### src/rtl/sync_fifo.sv
// rtl/sync_fifo.sv - single-clock circular-buffer FIFO with sticky overflow/underflow flags
// Optional registered almost_full/almost_empty outputs are enabled with SYNC_FIFO_ALMOST_EN.
module sync_fifo #(
  parameter int WIDTH    = 32,
  parameter int DEPTH    = 4,
  parameter int AF_LEVEL = DEPTH - 1,
  parameter int AE_LEVEL = 1
) (
  input  logic                         clk,
  input  logic                         reset,
  input  logic                         push,
  input  logic                         pop,
  input  logic [WIDTH-1:0]             dataIn,
  output logic [WIDTH-1:0]             fifo_out,
  output logic                         fifo_full,
  output logic                         fifo_empty,
  output logic [$clog2(DEPTH+1)-1:0]   fifo_count,
  output logic                         overflow,
  output logic                         underflow,
`ifdef SYNC_FIFO_ALMOST_EN
  output logic                         almost_full,
  output logic                         almost_empty,
`endif
  input  logic                         clear_err
);

  localparam int CW = $clog2(DEPTH + 1);
  localparam int PW = $clog2(DEPTH);
  localparam logic [PW-1:0] LAST_IDX = PW'(DEPTH - 1);
  localparam logic [CW-1:0] FULL_CNT = CW'(DEPTH);

  logic [WIDTH-1:0] r_mem [DEPTH];
  logic [PW-1:0]    r_wr_ptr;
  logic [PW-1:0]    r_rd_ptr;
  logic [CW-1:0]    r_count;
  logic [WIDTH-1:0] r_fifo_out;
  logic             r_overflow;
  logic             r_underflow;

  logic             w_full;
  logic             w_empty;
  logic             w_push_ok;
  logic             w_pop_ok;
  logic [CW-1:0]    w_next_count;

  function automatic logic [PW-1:0] f_next_ptr(input logic [PW-1:0] ptr);
    return (ptr == LAST_IDX) ? '0 : ptr + PW'(1);
  endfunction

  assign w_full     = (r_count == FULL_CNT);
  assign w_empty    = (r_count == '0);
  assign w_pop_ok   = pop & ~w_empty;
  // A pop accepted in the same cycle frees the slot, so a full FIFO can still take a push.
  assign w_push_ok  = push & (~w_full | w_pop_ok);

  always_comb begin
    w_next_count = r_count;
    if (w_push_ok && !w_pop_ok) begin
      w_next_count = r_count + CW'(1);
    end else if (w_pop_ok && !w_push_ok) begin
      w_next_count = r_count - CW'(1);
    end
  end

  // Storage is deliberately left out of reset.
  always_ff @(posedge clk) begin
    if (w_push_ok) begin
      r_mem[r_wr_ptr] <= dataIn;
    end
  end

  always_ff @(posedge clk or posedge reset) begin
    if (reset) begin
      r_wr_ptr    <= '0;
      r_rd_ptr    <= '0;
      r_count     <= '0;
      r_fifo_out  <= '0;
      r_overflow  <= 1'b0;
      r_underflow <= 1'b0;
    end else begin
      r_count <= w_next_count;
      if (w_push_ok) begin
        r_wr_ptr <= f_next_ptr(r_wr_ptr);
      end
      if (w_pop_ok) begin
        r_rd_ptr   <= f_next_ptr(r_rd_ptr);
        r_fifo_out <= r_mem[r_rd_ptr];
      end
      // A new error event takes priority over clear_err in the same cycle.
      if (push && !w_push_ok) begin
        r_overflow <= 1'b1;
      end else if (clear_err) begin
        r_overflow <= 1'b0;
      end
      if (pop && !w_pop_ok) begin
        r_underflow <= 1'b1;
      end else if (clear_err) begin
        r_underflow <= 1'b0;
      end
    end
  end

  assign fifo_out   = r_fifo_out;
  assign fifo_full  = w_full;
  assign fifo_empty = w_empty;
  assign fifo_count = r_count;
  assign overflow   = r_overflow;
  assign underflow  = r_underflow;

`ifdef SYNC_FIFO_ALMOST_EN
  logic r_almost_full;
  logic r_almost_empty;

  always_ff @(posedge clk or posedge reset) begin
    if (reset) begin
      r_almost_full  <= 1'b0;
      r_almost_empty <= 1'b0;
    end else begin
      r_almost_full  <= (int'(w_next_count) >= AF_LEVEL);
      r_almost_empty <= (int'(w_next_count) <= AE_LEVEL);
    end
  end

  assign almost_full  = r_almost_full;
  assign almost_empty = r_almost_empty;
`else
  // Threshold levels have no effect in this build; this block only keeps them referenced.
  if (AF_LEVEL < 0 || AE_LEVEL < 0) begin : g_levels_unused
  end
`endif

endmodule

### config.mk
export PLATFORM = sky130hd
export DESIGN_NAME = sync_fifo
export DESIGN_NICKNAME = d
export VERILOG_FILES = /design/src/rtl/sync_fifo.sv
export SDC_FILE = /design/constraint.sdc
export NUM_CORES = 1
export LEC_CHECK = 0
export ABC_AREA = 1
export BUFFER_PORTS_ARGS = -buffer_cell sky130_fd_sc_hd__buf_2
export CAP_MARGIN = 5
export CORE_MARGIN = 10
export CORE_UTILIZATION = 50
export CTS_BUF_LIST = sky130_fd_sc_hd__clkbuf_8
export DETAILED_ROUTE_END_ITERATION = 16
export PLACE_DENSITY = 0.68
export SYNTH_ARGS = -nofsm -noshare
export SYNTH_HDL_FRONTEND = slang
export SYNTH_SLANG_ARGS = --single-unit
### constraint.sdc
create_clock -name clk -period 2.95 [get_ports clk]
set_clock_uncertainty 0.05 [all_clocks]
set_input_delay 0.4425 -clock clk [delete_from_list [all_inputs] [get_ports clk]]
set_output_delay 0.4425 -clock clk [all_outputs]
set_load 0.005 [all_outputs]
== Word-level counts from Yosys, hierarchy flattened ==
Memories as Yosys holds them, arrays and structs flattened. A register that Yosys moved wholly into a read port is not among the register bits.
Index checks and enable logic that the tools add are counted.

* Memory bits (writable): 128
* Bits in registers: 9
* Word-level logic and storage cells: 37
* Memories: 1
* Bits of input ports: 37

{| class="wikitable"
|+ Memory list
! memory !! depth !! bits a word !! read ports !! clocked after Yosys merged registers in !! wr ports !! RTL line !! text
|-
| r_mem || 4 || 32 || 1 || 1 || 1 || 32 || <nowiki>logic [WIDTH-1:0] r_mem [DEPTH];</nowiki>
|}

* Add/sub/neg operators: 4
* Eq/ne operators: 3
* Reductions and logical operators: 10
* Bitwise logic cells: 5
* Mux-type cells: 9

{| class="wikitable"
|+ Operators with widths
! kind !! number
|-
| 3-bit two-way mux || 2
|-
| 2-bit nonzero test || 3
|-
| 1-bit two-way mux || 5
|-
| 2-bit by 1-bit adder with 2-bit output, second input constant || 2
|-
| 2-bit equality test, second input constant || 2
|-
| 1-bit logical AND || 4
|-
| 2-bit two-way mux || 2
|-
| 3-bit by 1-bit adder with 3-bit output, second input constant || 1
|-
| 3-bit equality test, second input constant || 1
|-
| 3-bit logical NOT || 1
|-
| 3-bit by 1-bit subtractor with 3-bit output, second input constant || 1
|-
| 1-bit AND || 2
|-
| 1-bit logical NOT || 2
|-
| 1-bit NOT || 2
|-
| 1-bit OR || 1
|}

== Depth between registers and ports, before layout ==
Gate-level depths: netlist (run 1).

* Depth in word-level cells: 9
* Gate-level depth with buffers: 11
* Mapped depth without buffers: 11

== Worst setup path before layout (run 1) ==
Ideal clock, no wire load.

* Kind: reg-to-reg
* Start: register r_count[0], in the netlist fifo_count[0]
* End: memory r_mem[0][0], enable pin
* Data required time: 2479 ps
* Setup slack: 308 ps
* Data arrival time: 2171 ps
* Cell stages (with the launch flop): 5
* Library setup time: 421 ps
* Path through: dfrtp_1 -> nor2_4 -> nand3_1 -> nand2_1 -> nor2_1

* Cells in the longest elaborated chain, start to end: 7
* Elaborated cells on any way between the ends: 9
* Classes of those cells: eq/ne (1); mux (2); bitwise (5); reduce/logical (1)

{| class="wikitable"
|+ RTL lines
! what !! RTL line !! text
|-
| from (decl) || 35 || <nowiki>logic [CW-1:0] r_count;</nowiki>
|-
| from (signal assigned) || 81 || <nowiki>r_count <= w_next_count;</nowiki>
|-
| 3-bit logical NOT || 51 || <nowiki>assign w_empty = (r_count == '0);</nowiki>
|-
| 1-bit NOT || 52 || <nowiki>assign w_pop_ok = pop & ~w_empty;</nowiki>
|-
| 1-bit AND || 52 ||
|-
| 1-bit OR * || 54 || <nowiki>assign w_push_ok = push & (~w_full | w_pop_ok);</nowiki>
|-
| 1-bit AND * || 54 ||
|-
| 1-bit two-way mux * || 67 || <nowiki>if (w_push_ok) begin</nowiki>
|-
| 1-bit two-way mux (implied by the code) * || 68 || <nowiki>r_mem[r_wr_ptr] <= dataIn;</nowiki>
|-
| to (decl) || 32 ||
|}

Mark *: on every way between the ends. The rest lies on a longest branch, timed or not.

== Worst setup path after layout (run 1) ==
* Start: register r_count[0], in the netlist fifo_count[0]
* End: register r_count[2], in the netlist fifo_count[2]

* Cells in the longest elaborated chain, start to end: 8
* Elaborated cells on any way between the ends: 16
* Classes of those cells: add/sub (2); eq/ne (1); mux (2); bitwise (5); reduce/logical (6)

{| class="wikitable"
|+ RTL lines
! what !! RTL line !! text
|-
| 3-bit logical NOT || 51 ||
|-
| 1-bit NOT || 52 ||
|-
| 1-bit AND || 52 ||
|-
| 1-bit OR * || 54 ||
|-
| 1-bit AND * || 54 ||
|-
| via w_push_ok || 42 || <nowiki>logic w_push_ok;</nowiki>
|-
| 1-bit logical NOT || 60 || <nowiki>end else if (w_pop_ok && !w_push_ok) begin</nowiki>
|-
| 1-bit logical AND || 60 ||
|-
| 2-bit nonzero test (no line) || - ||
|}

Mark *: on every way through the listed nets, which the timed path passes. The rest lies on a longest branch. The select of a mux whose other input is x is not followed.
A chain may end at the register's enable or synchronous reset.

==> flow_summary.json, run 1 <==
{
  "floorplan.die_area_um2": 19500,
  "first_pass_iters": 5,
  "dpl.hpwl_mm": 9.14,
  "setup_tns_after_final_layout_ns": 0,
  "achievable-frequency_mhz": 438,
  "total_power_mw": 7.60,
  "fill_cells": 1156,
  "grt_start_max_net_pins": 67,
  "outcome": "complete, no violations",
  "vias_in_the_first_global_route": 4705,
  "report.final.slew_viol_count": 0,
  "worst_ep_arrival_time_ns": 2.57,
  "floorplan.die.width_um": 140,
  "max-cap-violations": 0,
  "grt_antenna_before_repair": 0,
  "multi_input_area_um2": 1590,
  "ys_seq_elements": 169,
  "required_ns": 3.23,
  "numPortBuffers": 75,
  "synth.yosys.seq_area_share_pct": 68.1,
  "total_via_count_in_the_routed_design": 4658,
  "drc_errors_left": 0,
  "worst_pin_slew_ns": 0.955,
  "1st_iter_drt_viols": 378,
  "top_level_ports": 76,
  "vdd_ir_drop_max_uv": 362,
  "number_of_hold_slack_violations_in_the_final_timing_report": 0,
  "layout-drive-gt1-share_pct": 15.7,
  "synth.lib_cells_used.distinct": 22,
  "syn-mean-instance-area_um2": 10.2,
  "path_clk_slew_ns": 0.08,
  "gp_routability_congestion": 0.796,
  "ant_nets": 0,
  "total_gr_overflow": 0,
  "post_cts_resized": 0,
  "clock_tree.root_cell": "clkbuf_8",
  "final_nets": 825,
  "grt_first_pass_wirelength_mm": 23.6,
  "fin_crit_sh_pct": 77.4,
  "row_count": 43,
  "detail_route.vias_per_cell": 4.78,
  "start_util_pct": 51.3,
  "synth_nets": 747,
  "power.leakage_nw": 3.97,
  "insertion_delay_ns": 0.46,
  "cts_setup_buffers": 0,
  "antenna-diode-count": 0,
  "post_drt_wl_per_cell_um": 14.7,
  "cts_tree": "done",
  "setup_violations_final": 0,
  "die_h_um": 140,
  "mappedNetlistArea_um2": 7150,
  "cts_sinks": 169,
  "postCtsHoldBufs": 0,
  "hp-class": "input pin to flip-flop",
  "cts-root-to-sink-buffers": 2,
  "start_kind": "flip-flop",
  "synthesized_instance_count": 703,
  "post-route-min-period_ns": 2.28,
  "layout-area-overhead-vs-synth_pct": 13.3,
  "routed_wl_mm": 14.3,
  "placeableCoreArea_um2": 13900,
  "relSlewSlack_pct": 36.3,
  "layout.core_utilization_pct": 58.2,
  "power-per-cell-area_nw_per_um2": 937,
  "unrepaired_setup_endpoints_after_global_routing": "false",
  "critical_path.max_fanout": 7,
  "tritoncts.num_buffers": 17,
  "critPathKind": "flip-flop to flip-flop",
  "track_usage_pct": 15.2,
  "yosysWarningCount": 0,
  "regArea_um2": 4870,
  "worstSetupEndpointType": "flip-flop",
  "cts_max_level": 4
}
==> sequential cells by signal, indices dropped and copies added (netlist names) <==
signal      cells
r_mem         128
fifo_out       32
fifo_count      3
r_rd_ptr        2
r_wr_ptr        2
overflow        1
underflow       1
==> layout by cell type (no fill, tap or decap) <==
master and instances:
nand2_1 268, inv_1 146, edfxtp_1 128, buf_2 75, nand3_1 69, dfrtp_1 40
clkbuf_8 19, buf_4 11, ha_1 6, nor2_4 5, o21ai_0 3, bufinv_16 3
clkinv_4 3, inv_2 2, nor2_1 2, clkinv_1 2, a21oi_4 1, nand2_2 1
nand2_4 1, xnor2_1 1, nor3_1 1, o22ai_1 1, xor2_1 1, fa_1 1
clkinv_2 1, inv_6 1, clkinvlp_4 1, dfrtp_2 1
==> critical path, cell delays in order, from the launching register on <==
cell	delay, ns
dfrtp_1	0.47
nor2_4	0.20
nand3_1	0.13
nand2_1	0.39
inv_1	0.09
ha_1	0.22
inv_1	0.08
fa_1	0.20
inv_1	0.06
nand2_1	0.05
nand3_1	0.08
xor2_1	0.14
==> cell families (layout without fill, tap and decap cells) <==
| group | Yosys count | count (layout) | synth area share [%] |
|---|---|---|---|
| flip-flops | 169 | 169 | 68.1 |
| XOR/XNOR | 2 | 2 | 0.245 |
| buffers and inverters | 173 | 264 | 10.1 |
| AO/OA/AOI/OAI | 5 | 5 | 0.525 |
| AND/OR/NAND/NOR | 347 | 347 | 19.7 |
| adder cells (fa/ha/maj) | 7 | 7 | 1.33 |
==> power by group <==
| part | internal (mW) | switching [mW] | leakage [nW] |
|---|---|---|---|
| registers | 3.21 | 0.233 | 1.68 |
| logic | 0.831 | 1.64 | 2.08 |
| clock network | 0.875 | 0.806 | 0.214 |
==> cells in the mapped netlist <==
library cell / count / area [um^2]
xnor2_1: 1 / 8.76
dfrtp_1: 41 / 1030
nand3_1: 69 / 345
nand2_4: 1 / 11.3
nor3_1: 1 / 5.00
fa_1: 1 / 20.0
o22ai_1: 1 / 6.26
o21ai_0: 3 / 15.0
inv_1: 145 / 544
a21oi_4: 1 / 16.3
edfxtp_1: 128 / 3840
buf_4: 7 / 52.6
xor2_1: 1 / 8.76
nor2_1: 6 / 22.5
clkbuf_1: 2 / 7.51
nand2_2: 1 / 6.26
buf_6: 4 / 45.0
nand2_1: 268 / 1010
ha_1: 6 / 75.1
inv_2: 1 / 3.75
buf_2: 14 / 70.1
nor2_4: 1 / 11.3
==> per-layer routing <==
metal / track usage [%] / share of wire [%] / vias to the layer above
li1: - / - / 2319
met5: 0 / 0 / -
met2: 25.3 / 50 / 108
met3: 4.36 / 4.9 / 23
met4: 6.79 / 2.3 / 0
met1: 17.9 / 43 / 2208
==> metrics by stage <==
| step | cell area [um^2] | hold slack (ns) | std cells | setup slack [ns] |
|---|---|---|---|---|
| 2_1_floorplan | 7150 | 0.422 | 703 | 0.308 |
| 3_3_place_gp | 7690 | 0.408 | 942 | 0.672 |
| 3_5_place_dp | 7690 | 0.412 | 942 | 0.589 |
| 4_1_cts | 8100 | 0.116 | 974 | 0.632 |
| 5_1_grt | 8100 | 0.127 | 974 | 0.449 |
| 6_report | 8100 | 0.138 | 974 | 0.667 |
==> path summary, 6_finish.rpt <==
| kind | startpoint | end | slack, ns | cells after the start |
|---|---|---|---|---|
| min reg2reg | fifo_out[7] | fifo_out[7] | 0.43 | 2 |
| min | clear_err | overflow | 0.14 | 2 |
| min in group asynchronous | reset | fifo_out[23] | 0.15 | 2 |
| max reg2reg | fifo_count[0] | fifo_count[2] | 0.67 | 11 |
| max in group asynchronous | reset | r_rd_ptr[0] | 2.05 | 2 |
| max | fifo_count[0] | fifo_count[2] | 0.67 | 11 |
==> cell type report <==
| type | instances | area share, % |
|---|---|---|
| Inverter | 146 | 6.76 |
| Timing Repair Buffer | 86 | 5.65 |
| Tap cell | 180 | 2.78 |
| Multi-Input combinational cell | 361 | 19.6 |
| Clock inverter | 13 | 1.88 |
| Sequential cell | 169 | 60.1 |
| Clock buffer | 19 | 3.23 |
Note: power is estimated with default switching activity, not from simulation.
==> inputs of run 2 (changes only) <==
--- a/config.mk
+++ b/config.mk
@@ -5,14 +5,14 @@
 export SDC_FILE = /design/constraint.sdc
 export NUM_CORES = 1
 export LEC_CHECK = 0
-export ABC_AREA = 1
+export ABC_AREA = 0
 export BUFFER_PORTS_ARGS = -buffer_cell sky130_fd_sc_hd__buf_2
 export CAP_MARGIN = 5
 export CORE_MARGIN = 10
 export CORE_UTILIZATION = 50
 export CTS_BUF_LIST = sky130_fd_sc_hd__clkbuf_8
 export DETAILED_ROUTE_END_ITERATION = 16
-export PLACE_DENSITY = 0.68
+export PLACE_DENSITY = 0.71
 export SYNTH_ARGS = -nofsm -noshare
 export SYNTH_HDL_FRONTEND = slang
 export SYNTH_SLANG_ARGS = --single-unit
==> constraint.sdc (replaced) <==
create_clock -name clk -period 2 [get_ports clk]
set_clock_uncertainty 0.05 [all_clocks]
set_input_delay 0.3 -clock clk [delete_from_list [all_inputs] [get_ports clk]]
set_output_delay 0.3 -clock clk [all_outputs]
set_load 0.005 [all_outputs]
==> run 2 against run 1 <==
Against the previous run:
- the flow now finishes with violations (setup timing)
- synthesized area is 10% lower
- cell count down 38%
- clock power grew 26%
- sequential cell count stayed put
- worst setup slack got worse by 0.71 ns
- total power increased by 39%
- combinational power rose by 32%
- first-iteration DRC count is 40% lower
- register-to-register slack worse by 0.71 ns
- global-route usage down 1.8 points
- non-clock buffer count increased by 41
- largest power group unchanged
==> flow_summary.json, run 2 <==
{
  "outcome": "complete, but fails checks",
  "violated_checks": "setup timing",
  "critPathLaunch": "fifo_count[1]",
  "placement.cell_area_um2": 7230,
  "synth-edff-count": 128,
  "flip_flop_count_of_the_largest_register_after_layout": 128,
  "setup_tns_after_final_layout_ns": -0.0503,
  "insertion_delay_ns": 0.44,
  "total_power_mw": 10.5,
  "post-route-min-period_ns": 2.04,
  "mappedNetlistArea_um2": 6430,
  "critPathTopFamily": "adder cells",
  "worstSetupEndpointType": "flip-flop",
  "synth.lib_cells_used.distinct": 26,
  "worst_pin_slew_ns": 0.515,
  "fill_cells": 934,
  "fin_crit_sh_pct": 102,
  "gp_routability_congestion": 0.723,
  "antenna-diode-count": 0,
  "path_clk_slew_ns": 0.08,
  "clock_tree.root_cell": "clkbuf_8",
  "cp_num_buf_inv": 1,
  "layout.core_utilization_pct": 62.6,
  "ys_top_cells_by_area": "edfxtp_1 60%, dfrtp_1 16%, mux4_1 7.8%",
  "library_cell_occupying_the_most_area_in_the_post_synthesis_netlist": "edfxtp_1",
  "synth_top_area_share_pct": 59.8,
  "dpl.hpwl_mm": 7.23,
  "hold_startpoint": "dataIn[18]",
  "hp-class": "input pin to flip-flop",
  "final_nets": 460,
  "syn-mean-instance-area_um2": 22.9,
  "top_level_ports": 76,
  "post_drt_wl_per_cell_um": 19.0,
  "achievable-frequency_mhz": 490,
  "post_route_cell_area_um2": 7900,
  "grt_first_pass_wirelength_mm": 18.1,
  "cts-root-to-sink-buffers": 2,
  "cts_tree": "done",
  "unrepaired_setup_endpoints_after_global_routing": "true",
  "row_count": 41,
  "power.sequential.fraction_pct": 49.0,
  "placeableCoreArea_um2": 12600,
  "layout.cells.most_common_list": "128 x edfxtp_1, 75 x buf_2, 36 x dfrtp_1, 33 x mux2_2, 30 x dlygate4sd3_1",
  "synth_nets": 325,
  "dpl_ws_ns": -0.0399,
  "start_kind": "flip-flop",
  "routed_wl_mm": 11.4,
  "report.final.slew_viol_count": 0,
  "regArea_um2": 4880,
  "cts_max_level": 4,
  "tritoncts.num_buffers": 17,
  "synth.top_cells.by_count": "128 x edfxtp_1, 41 x dfrtp_1, 33 x mux2_2",
  "layout-drive-gt1-share_pct": 43.8,
  "start_util_pct": 51.0,
  "holdWs_ns": 0.0301,
  "yosysWarningCount": 0,
  "slowest_library_cell_on_the_worst_path": "dfrtp_2",
  "critPathKind": "flip-flop to flip-flop",
  "internal_power_mw": 7.59,
  "track_usage_pct": 13.4,
  "power.net_switching_mw": 2.93,
  "worst_path_cell_trace": "or3b_4 > o21a_4 > ha_4 > inv_2 > fa_1 > mux2_2",
  "multi_input_area_um2": 1460,
  "ys_seq_elements": 169,
  "power_frac_comb_pct": 30.9,
  "critical_path.max_fanout": 2,
  "total_gr_overflow": 0,
  "vdd_ir_drop_max_uv": 670,
  "registers.top_by_ff_count": "r_mem",
  "power-per-cell-area_nw_per_um2": 1330,
  "grt_start_max_net_pins": 36,
  "switching_share_pct": 27.9,
  "clkPwrFrac_pct": 20.1,
  "placedCellCount": 538,
  "stdcell_count": 601,
  "drc_errors_left": 0,
  "grt_antenna_before_repair": 0,
  "worst_ep_arrival_time_ns": 2.32,
  "vias_in_the_first_global_route": 3369,
  "synthesized_instance_count": 281,
  "r2r-start": "fifo_count[1]",
  "slowest_delay_ns": 0.40,
  "floorplan.die.width_um": 133,
  "detail_route.vias_per_cell": 5.15,
  "first_pass_iters": 4,
  "numPortBuffers": 75,
  "layout-area-overhead-vs-synth_pct": 22.9,
  "fraction_of_registers_with_async_set_reset_pct": 24.3,
  "total_via_count_in_the_routed_design": 3093,
  "setup_violations_final": 2,
  "power.leakage_nw": 2.97,
  "floorplan.die_area_um2": 17800,
  "required_ns": 2.28,
  "post-synth-top-count-cell": "edfxtp_1",
  "max-cap-violations": 0,
  "cts_sinks": 169,
  "final_common_cell": "edfxtp_1",
  "die_h_um": 133,
  "ant_nets": 0,
  "synth.yosys.seq_area_share_pct": 75.7,
  "number_of_hold_slack_violations_in_the_final_timing_report": 0,
  "1st_iter_drt_viols": 227,
  "relSlewSlack_pct": 65.7,
  "fin_worst_setup_slack_ns": -0.0405,
  "synth_top_flop_cell": "edfxtp_1"
}
[run 2: cell types whose count changed in the layout (fill, tap and decap cells not counted), moves of 5 or more]
cell,before,now
buf_12,0,9
dlygate4sd3_1,0,30
inv_1,146,9
mux2_2,0,33
mux4_1,0,19
mux4_2,0,13
nand2_1,268,1
nand3_1,69,0
nor2_4,5,0
[run 2: per-layer routing]
| metal | global-route usage (%) | up-vias | routed length (um) |
|---|---|---|---|
| met1 | 15.5 | 1597 | 4700 |
| met4 | 5.08 | 0 | 114 |
| met2 | 22.3 | 70 | 5970 |
| met3 | 4.89 | 10 | 628 |
| li1 | - | 1416 | - |
| met5 | 0 | - | 0 |
[run 2: power groups by stage]
stage	Combinational, mW	Clock (mW)	Sequential [mW]
6_report	3.25	2.12	5.15
5_1_grt	3.59	2.30	5.25
4_1_cts	3.31	2.18	5.17
3_5_place_dp	3.25	0	5.24
3_3_place_gp	3.19	0	5.19
2_1_floorplan	1.99	0	5.19
[run 2: path summary, 6_finish.rpt]
check,depth (start not counted),slack [ns],endpoint
max in group asynchronous,4,1.06,r_rd_ptr[1]
min reg2reg,1,0.45,fifo_out[8]
min,1,0.03,r_mem[2][18]
min in group asynchronous,3,0.33,fifo_out[9]
max,6,-0.04,fifo_count[1]
max reg2reg,6,-0.04,fifo_count[1]
[run 2: final cells by class]
type                            count  area share [%]
Inverter                            8           0.380
Timing Repair Buffer              127            12.3
Multi-Input combinational cell     93            18.5
Clock inverter                     15            1.46
Clock buffer                       17            2.96
Tap cell                          172            2.72
Sequential cell                   169            61.7
[run 2: timing repair]
action	4_1_cts	5_1_grt
hold buffers	30	0
setup buffers	0	1
gates resized for setup	0	8
endpoints found under the setup margin	2	8
pin swaps	1	0
endpoints found under the hold margin	121	0
[run 2: cells by family after synthesis]
group | after synthesis | share of synthesized area (%)
compound gates | 5 | 0.895
xor+xnor | 3 | 0.409
fa+ha+maj | 7 | 1.48
buf+inv | 19 | 1.77
flops | 169 | 75.7
mux | 68 | 18.7
simple gates | 10 | 0.973
[run 2: worst register-to-register path: cells and delay by family (launching register included)]
family | cells | cell delay (ns)
compound gates | 1 | 0.21
mux | 1 | 0.27
simple gates | 1 | 0.40
flops | 1 | 0.40
buf+inv | 1 | 0.04
fa+ha+maj | 2 | 0.56
